`config.mk`:
```
export PLATFORM = sky130hd
export DESIGN_NAME = not_gate_arbiter_flat
export DESIGN_NICKNAME = d
export VERILOG_FILES = /design/src/rtl/not_gate_arbiter_if.sv /design/src/rtl/not_gate_arbiter.sv /design/src/flat_wrapper.sv
export SDC_FILE = /design/constraint.sdc
export NUM_CORES = 1
export LEC_CHECK = 0
export CAP_MARGIN = 20
export CORE_AREA = 3 3 50 52
export CTS_CLUSTER_SIZE = 20
export DETAILED_ROUTE_END_ITERATION = 6
export DIE_AREA = 0 0 53 55
export GPL_TIMING_DRIVEN = 0
export PLACE_DENSITY_LB_ADDON = 0.1
export SYNTH_ARGS = -nofsm -noshare
export SYNTH_HDL_FRONTEND = slang
export SYNTH_SLANG_ARGS = --single-unit
export TNS_END_PERCENT = 30
```
`constraint.sdc`:
```
create_clock -name clk -period 3.84 [get_ports clk]
set_clock_uncertainty 0.05 [all_clocks]
set_input_delay 0.768 -clock clk [delete_from_list [all_inputs] [get_ports clk]]
set_output_delay 0.768 -clock clk [all_outputs]
set_load 0.03 [all_outputs]
```
`src/rtl/not_gate_arbiter_if.sv`:
```
// not_gate_arbiter_if: requester and shared-cell signals of the inverter arbiter
interface not_gate_arbiter_if #(parameter int N_REQ = 4);
  logic [N_REQ-1:0] req, req_data, gnt, ack;
  logic ack_data, err, busy, gate_inp, gate_out;
  modport master(output req, req_data, gate_out, input gnt, ack, ack_data, err, busy, gate_inp);
  modport slave(input req, req_data, gate_out, output gnt, ack, ack_data, err, busy, gate_inp);
endinterface

```
`src/rtl/not_gate_arbiter.sv`:
```
// not_gate_arbiter: round-robin sharing of one gate_not cell with settle, capture and fault flag
module not_gate_arbiter #(
  parameter int N_REQ = 4,
  parameter int SETTLE_CYCLES = 1
) (
  input logic clk,
  input logic rst,
  not_gate_arbiter_if.slave bus
);
  localparam int IW = $clog2(N_REQ);
  typedef enum logic [1:0] {IDLE, SETTLE, CAPTURE} state_t;
  state_t state;
  logic [IW-1:0] ptr, win, pick;
  logic [3:0] cnt;
  logic [N_REQ-1:0] mask, elig;
  logic bit_l;
  // lowest eligible index overall, overridden by the lowest one at or above ptr
  always_comb begin
    elig = bus.req & ~mask;
    pick = '0;
    for (int i = N_REQ - 1; i >= 0; i--) if (elig[i]) pick = IW'(i);
    for (int i = N_REQ - 1; i >= 0; i--) if (elig[i] && i >= int'(ptr)) pick = IW'(i);
  end
  always_ff @(posedge clk) begin
    if (rst) begin
      state <= IDLE;
      bus.gnt <= '0;
      bus.ack <= '0;
      bus.ack_data <= 1'b0;
      bus.err <= 1'b0;
      bus.busy <= 1'b0;
      bus.gate_inp <= 1'b0;
      ptr <= '0;
      win <= '0;
      cnt <= '0;
      mask <= '0;
      bit_l <= 1'b0;
    end else begin
      bus.ack <= '0;
      bus.ack_data <= 1'b0;
      bus.err <= 1'b0;
      mask <= '0;
      case (state)
        IDLE: if (|elig) begin
          bus.gnt <= N_REQ'(1) << pick;
          bit_l <= bus.req_data[pick];
          bus.gate_inp <= bus.req_data[pick];
          bus.busy <= 1'b1;
          win <= pick;
          cnt <= 4'(SETTLE_CYCLES);
          state <= SETTLE;
        end
        SETTLE: begin
          cnt <= cnt - 4'd1;
          state <= cnt == 4'd1 ? CAPTURE : SETTLE;
        end
        CAPTURE: begin
          bus.ack <= N_REQ'(1) << win;
          bus.ack_data <= bus.gate_out;
          // case inequality so an X or Z from the cell is reported as a fault
          bus.err <= bus.gate_out !== ~bit_l;
          bus.gnt <= '0;
          bus.busy <= 1'b0;
          ptr <= win == IW'(N_REQ - 1) ? '0 : win + 1'b1;
          mask <= N_REQ'(1) << win;
          state <= IDLE;
        end
        default: state <= IDLE;
      endcase
    end
  end
endmodule

```
`src/flat_wrapper.sv`:
```
// flat-port wrapper written by rule: the top's interface ports become plain ports
module not_gate_arbiter_flat 
#(
  parameter int N_REQ = 4,
  parameter int SETTLE_CYCLES = 1
)
  (clk, rst, bus_req, bus_req_data, bus_gate_out, bus_gnt, bus_ack, bus_ack_data, bus_err, bus_busy, bus_gate_inp);
  not_gate_arbiter_if #(.N_REQ(N_REQ)) bus_i ();
  input logic clk;
  input logic rst;
  input wire logic [$bits(bus_i.req)-1:0] bus_req;
  input wire logic [$bits(bus_i.req_data)-1:0] bus_req_data;
  input wire logic [$bits(bus_i.gate_out)-1:0] bus_gate_out;
  output wire logic [$bits(bus_i.gnt)-1:0] bus_gnt;
  output wire logic [$bits(bus_i.ack)-1:0] bus_ack;
  output wire logic [$bits(bus_i.ack_data)-1:0] bus_ack_data;
  output wire logic [$bits(bus_i.err)-1:0] bus_err;
  output wire logic [$bits(bus_i.busy)-1:0] bus_busy;
  output wire logic [$bits(bus_i.gate_inp)-1:0] bus_gate_inp;
  assign bus_i.req = bus_req;
  assign bus_i.req_data = bus_req_data;
  assign bus_i.gate_out = bus_gate_out;
  assign bus_gnt = bus_i.gnt;
  assign bus_ack = bus_i.ack;
  assign bus_ack_data = bus_i.ack_data;
  assign bus_err = bus_i.err;
  assign bus_busy = bus_i.busy;
  assign bus_gate_inp = bus_i.gate_inp;
  not_gate_arbiter #(.N_REQ(N_REQ), .SETTLE_CYCLES(SETTLE_CYCLES)) u_core (.clk(clk), .rst(rst), .bus(bus_i));
endmodule
```
==> results <==
- The final RePlAce weighted congestion is 0.769.
- The violation count after the first detailed-route iteration is 7.
- The type of destination of the critical path is a flip-flop.
- In this run the worst setup path begins at bus_req[3].
- Compared with the post-synthesis result, the final layout area differs by 26.7%.
- At the later pin of the worst-skew pair, clock insertion delay measures 0.29 ns.
- The most used flip-flop cell after synthesis is sky130_fd_sc_hd__dfxtp_1.
- The worst register-to-register path begins at u_core.mask[2].
- In this run the tightest slew margin relative to its limit is between 40% and 50%.
- The number of global-route vias before repair is 787.
- In the synthesized netlist, the number of instances is 113.
- Data on the critical path is required at its endpoint by 4.02 ns.
- The wire-length estimate of the detail-placed layout is 1540 um.
- Sequential cells burn 53.7% of the power.
- The critical path capture point is u_core.bus.gnt[2].
- In this run the number of H-tree levels came out at 1.
- Net switching is 30.3% of the power.
- The first global-routing pass estimated ~3500 um of wire.
- Clock tree synthesis found a total of 22 sinks.
- The signal on the critical path passes through clkdlybuf4s50_1 > nor2b_4 > nor2_1 > a311oi_2 > nand3b_1 > a21oi_1.
- The final clock period utilization by the worst path is around 61%.
- The number of antenna violations at the first check in global routing is 0.
- The depth of the worst register-to-register path is 4.
- The flow ran to the end, and the final reports show no timing, DRC or antenna violations.
- Setup violations remaining at the end of the flow were counted as 0.
- The share of post-route cells with drive strength above 1 is 13.0%.
- The number of antenna diodes in the final layout is 0.
- Counting I/O delays and the setup requirement, the final critical path takes about 2.3 ns.
- Sequential cells were found to cover 42.3% of the synthesized design area.
- The boundary pin count is 23.
- After clock tree synthesis, the repair step resized 0 gates.
- Across the VDD grid, the largest voltage drop is 0.000245 V.
- The first TritonRoute pass finished after 4 iterations.
- Global routing finished with a remaining overflow of 0.
- The maximum clock frequency is 428 MHz.
- The number of pins exceeding their max-slew limit in the final report is 0.
- Of all nets on the critical path, the largest fanout is 8.
- The part of the power in combinational logic is 25.9%.
- For this design the ratio of total power to cell area is between 300 and 400 nW/um2.
- At the placement stage, the worst setup path has a slack of 1.25 ns.
- The critical path's slowest cell is sky130_fd_sc_hd__a311oi_2.
- For the pin with the worst max-slew slack, the measured transition is around 0.75 ns.
- For this design the static power due to leakage is 0.492 nW.
- Counting tap cells, the placed design contains a total of 163 instances.
- Dividing the detail-routed wire length by the instance count gives 12.6 um.
- The net switching power figure is 0.000146 W.
- The post-synthesis async set-or-reset flop share is 0%.
- The number of buffers inserted during clock tree synthesis is 3.
- The die boundary height is 55 um.
- The total negative setup slack is 0 ns.
- The internal power component is around 0.00034 W.
- The hold violation count in the final report is 0.
- The total number of nets in the final design is 154.
- The hold-fix buffer count after cts is 0.
- For this block, the via count after detailed routing is 873.
- The post-detailed-route count of antenna-violating nets is 0.
- By startpoint and endpoint, the worst setup path is classified as primary input to flip-flop.
- The delay contributed by the slowest stage of the critical path is 0.64 ns.
- Of the total power, the clock network draws 20.4%.
- Across the run, the number of max-cap violations was 0.
- Counting flops and latches in the post-synthesis netlist gives 22.
- The total routed wirelength is 2090 um.
- The instance count on the critical path is 6.
- The internal reg-to-reg setup slack is between 2 and 2.5 ns.
- The ratio of routed vias to standard cells is 5.26.
- Together, buffers and inverters on the worst path number 1.
- The x dimension of the die is 53 um.
- The endpoint of the lowest-slack register-to-register path is u_core.bus.gnt[2].
- After floorplanning, the core was sized to cover roughly 2100 um2.
- A synthesized cell averages just over 9 um2.
- The worst setup path is launched from a primary input.
- The clock tree from TritonCTS is yes.
- The maximum root-to-sink buffer count is 2.
- Setup repair after global routing left no endpoint under its margin.
- Broken down by cell family, the worst path's largest delay share belongs to compound AO/OA/AOI/OAI gates.
- In this run, distinct cell masters in the synthesized netlist total 37.
- For this run, design rule violations remaining after detail routing come to 0.
- Once the clock tree was built, the setup fixing pass inserted 0 buffers.
- Global routing used 16.6% of the available tracks across all layers.
- The number of nets produced by synthesis is 127.
- The data arrival time of the critical path is 2.51 ns.
- Entering global routing, the biggest net connects 12 pins.
- Port buffering added 22 buffers.
- The Yosys step of the flow raised 0 warnings.
- The floorplan step defined a die boundary enclosing ~2900 um2.
- After floorplanning, the core was divided into 17 placement rows.
- The final worst-path setup slack is 1.51 ns.
- The count of flip-flops with a built-in enable after synthesis is 0.
- CTS placed an instance of sky130_fd_sc_hd__clkbuf_4 at the clock tree root.
- Clock-pin slew was measured on the worst setup and hold paths at 0.11 ns.
- For this configuration, the core starts out at a cell density of 48.5%.
- The cell area that synthesis handed to floorplanning was 1040 um2.
- The final hold slack is 0.438 ns.
- The class of the most critical hold timing path is flip-flop to flip-flop.
- The final cell count without fillers is roughly 170.
==> cell usage in the layout (no fill, tap or decap), types with 2 or more instances in the layout <==
master                            netlist  final
sky130_fd_sc_hd__clkdlybuf4s50_1        0     22
sky130_fd_sc_hd__a21oi_1                8      8
sky130_fd_sc_hd__mux2i_1                3      3
sky130_fd_sc_hd__nand2b_1               4      4
sky130_fd_sc_hd__nand3_1                6      6
sky130_fd_sc_hd__nand2_1               10     10
sky130_fd_sc_hd__nor2_1                13     13
sky130_fd_sc_hd__clkbuf_1               3      3
sky130_fd_sc_hd__inv_1                  4      4
sky130_fd_sc_hd__a21oi_2                2      2
sky130_fd_sc_hd__o221ai_2               2      2
sky130_fd_sc_hd__xor2_1                 2      2
sky130_fd_sc_hd__clkbuf_4               0      3
sky130_fd_sc_hd__dfxtp_1               22     22
sky130_fd_sc_hd__nor2b_4                2      2
sky130_fd_sc_hd__nor2b_1                2      2
sky130_fd_sc_hd__ha_1                   3      3
sky130_fd_sc_hd__nand3b_1               3      3
sky130_fd_sc_hd__nor3_1                 4      4
==> how the worst min path moves through the flow <==
stage / slack (ns) / start / cells after the start / to
after floorplan: 0.40 / u_core.win[1] / 1 / u_core.mask[1]
after global placement: 0.41 / u_core.bus.gnt[1] / 2 / u_core.bus.gnt[1]
after detailed placement: 0.41 / u_core.bus.gnt[1] / 2 / u_core.bus.gnt[1]
after CTS: 0.44 / u_core.bus.gnt[1] / 2 / u_core.bus.gnt[1]
after global routing: 0.47 / u_core.bus.gnt[1] / 2 / u_core.bus.gnt[1]
final: 0.44 / u_core.bus.gnt[3] / 2 / u_core.bus.gnt[3]
==> through the flow <==
step	cell area (um2)	total power (W)	utilization, %
floorplan	1040	0.000347	-
global placement	1300	0.000386	60.4
detailed placement	1300	0.000389	60.4
CTS	1320	0.000488	61.4
global route	1320	0.000515	61.4
finish	1320	0.000483	61.4
==> synthesized netlist by cell type (all sizes together), types with 4 or more instances <==
cell	count	area (um2)
dfxtp	22	440
nor2	13	48.8
nand2b	5	33.8
nand3	6	30.0
a21oi	11	73.8
nand2	10	37.5
nor2b	4	40.0
inv	4	15.0
nor3	5	30.0
==> cells by family (layout without fill, tap and decap cells) <==
| logic type | count (synthesis) | count (layout) | synth area share (%) |
|---|---|---|---|
| AO/OA/AOI/OAI | 20 | 20 | 16.8 |
| AND/OR/NAND/NOR | 55 | 55 | 29.8 |
| adder cells (fa/ha/maj) | 3 | 3 | 3.60 |
| multiplexers | 3 | 3 | 2.88 |
| XOR/XNOR | 2 | 2 | 1.68 |
| flip-flops | 22 | 22 | 42.3 |
| buffers and inverters | 8 | 33 | 3.00 |
==> registers in the layout, summed over array words and instances, names as in the netlist <==
register and cells:
u_core.ptr 2, u_core.bit_l 1, u_core.cnt 4, u_core.bus.ack_data 1
u_core.state 2, u_core.bus.busy 1, u_core.mask 4, u_core.win 2
u_core.bus.gnt 4, u_core.bus.err 1
==> power groups by stage <==
stage	registers (W)	clock network [W]	logic, W
global placement	0.000264	0	0.000123
finish	0.000259	0.0000984	0.000125
global route	0.000262	0.000114	0.000138
CTS	0.000259	0.000103	0.000126
floorplan	0.000275	0	0.0000724
detailed placement	0.000264	0	0.000125
==> cell type report <==
class                           count  area [um2]
Clock buffer                        3        22.5
Inverter                            4        15.0
Tap cell                           28        35.0
Buffer                              4        16.3
Sequential cell                    22         440
Timing Repair Buffer               22         220
Fill cell                         194         828
Multi-Input combinational cell     83         571
==> worst reg2reg max path: cells and delay by family (launching register included) <==
kind,cells,cell delay [ns]
AO/OA/AOI/OAI,2,0.89
flip-flops,1,0.33
AND/OR/NAND/NOR,2,0.39
==> routing by layer <==
layer	up-vias	track usage (%)	wire (um)
met3	4	3.22	82
met5	-	0	0
li1	445	-	-
met1	403	21.2	1000
met2	21	27.9	970
met4	0	6.38	31
No activity file was read; power rests on OpenSTA's default activity.
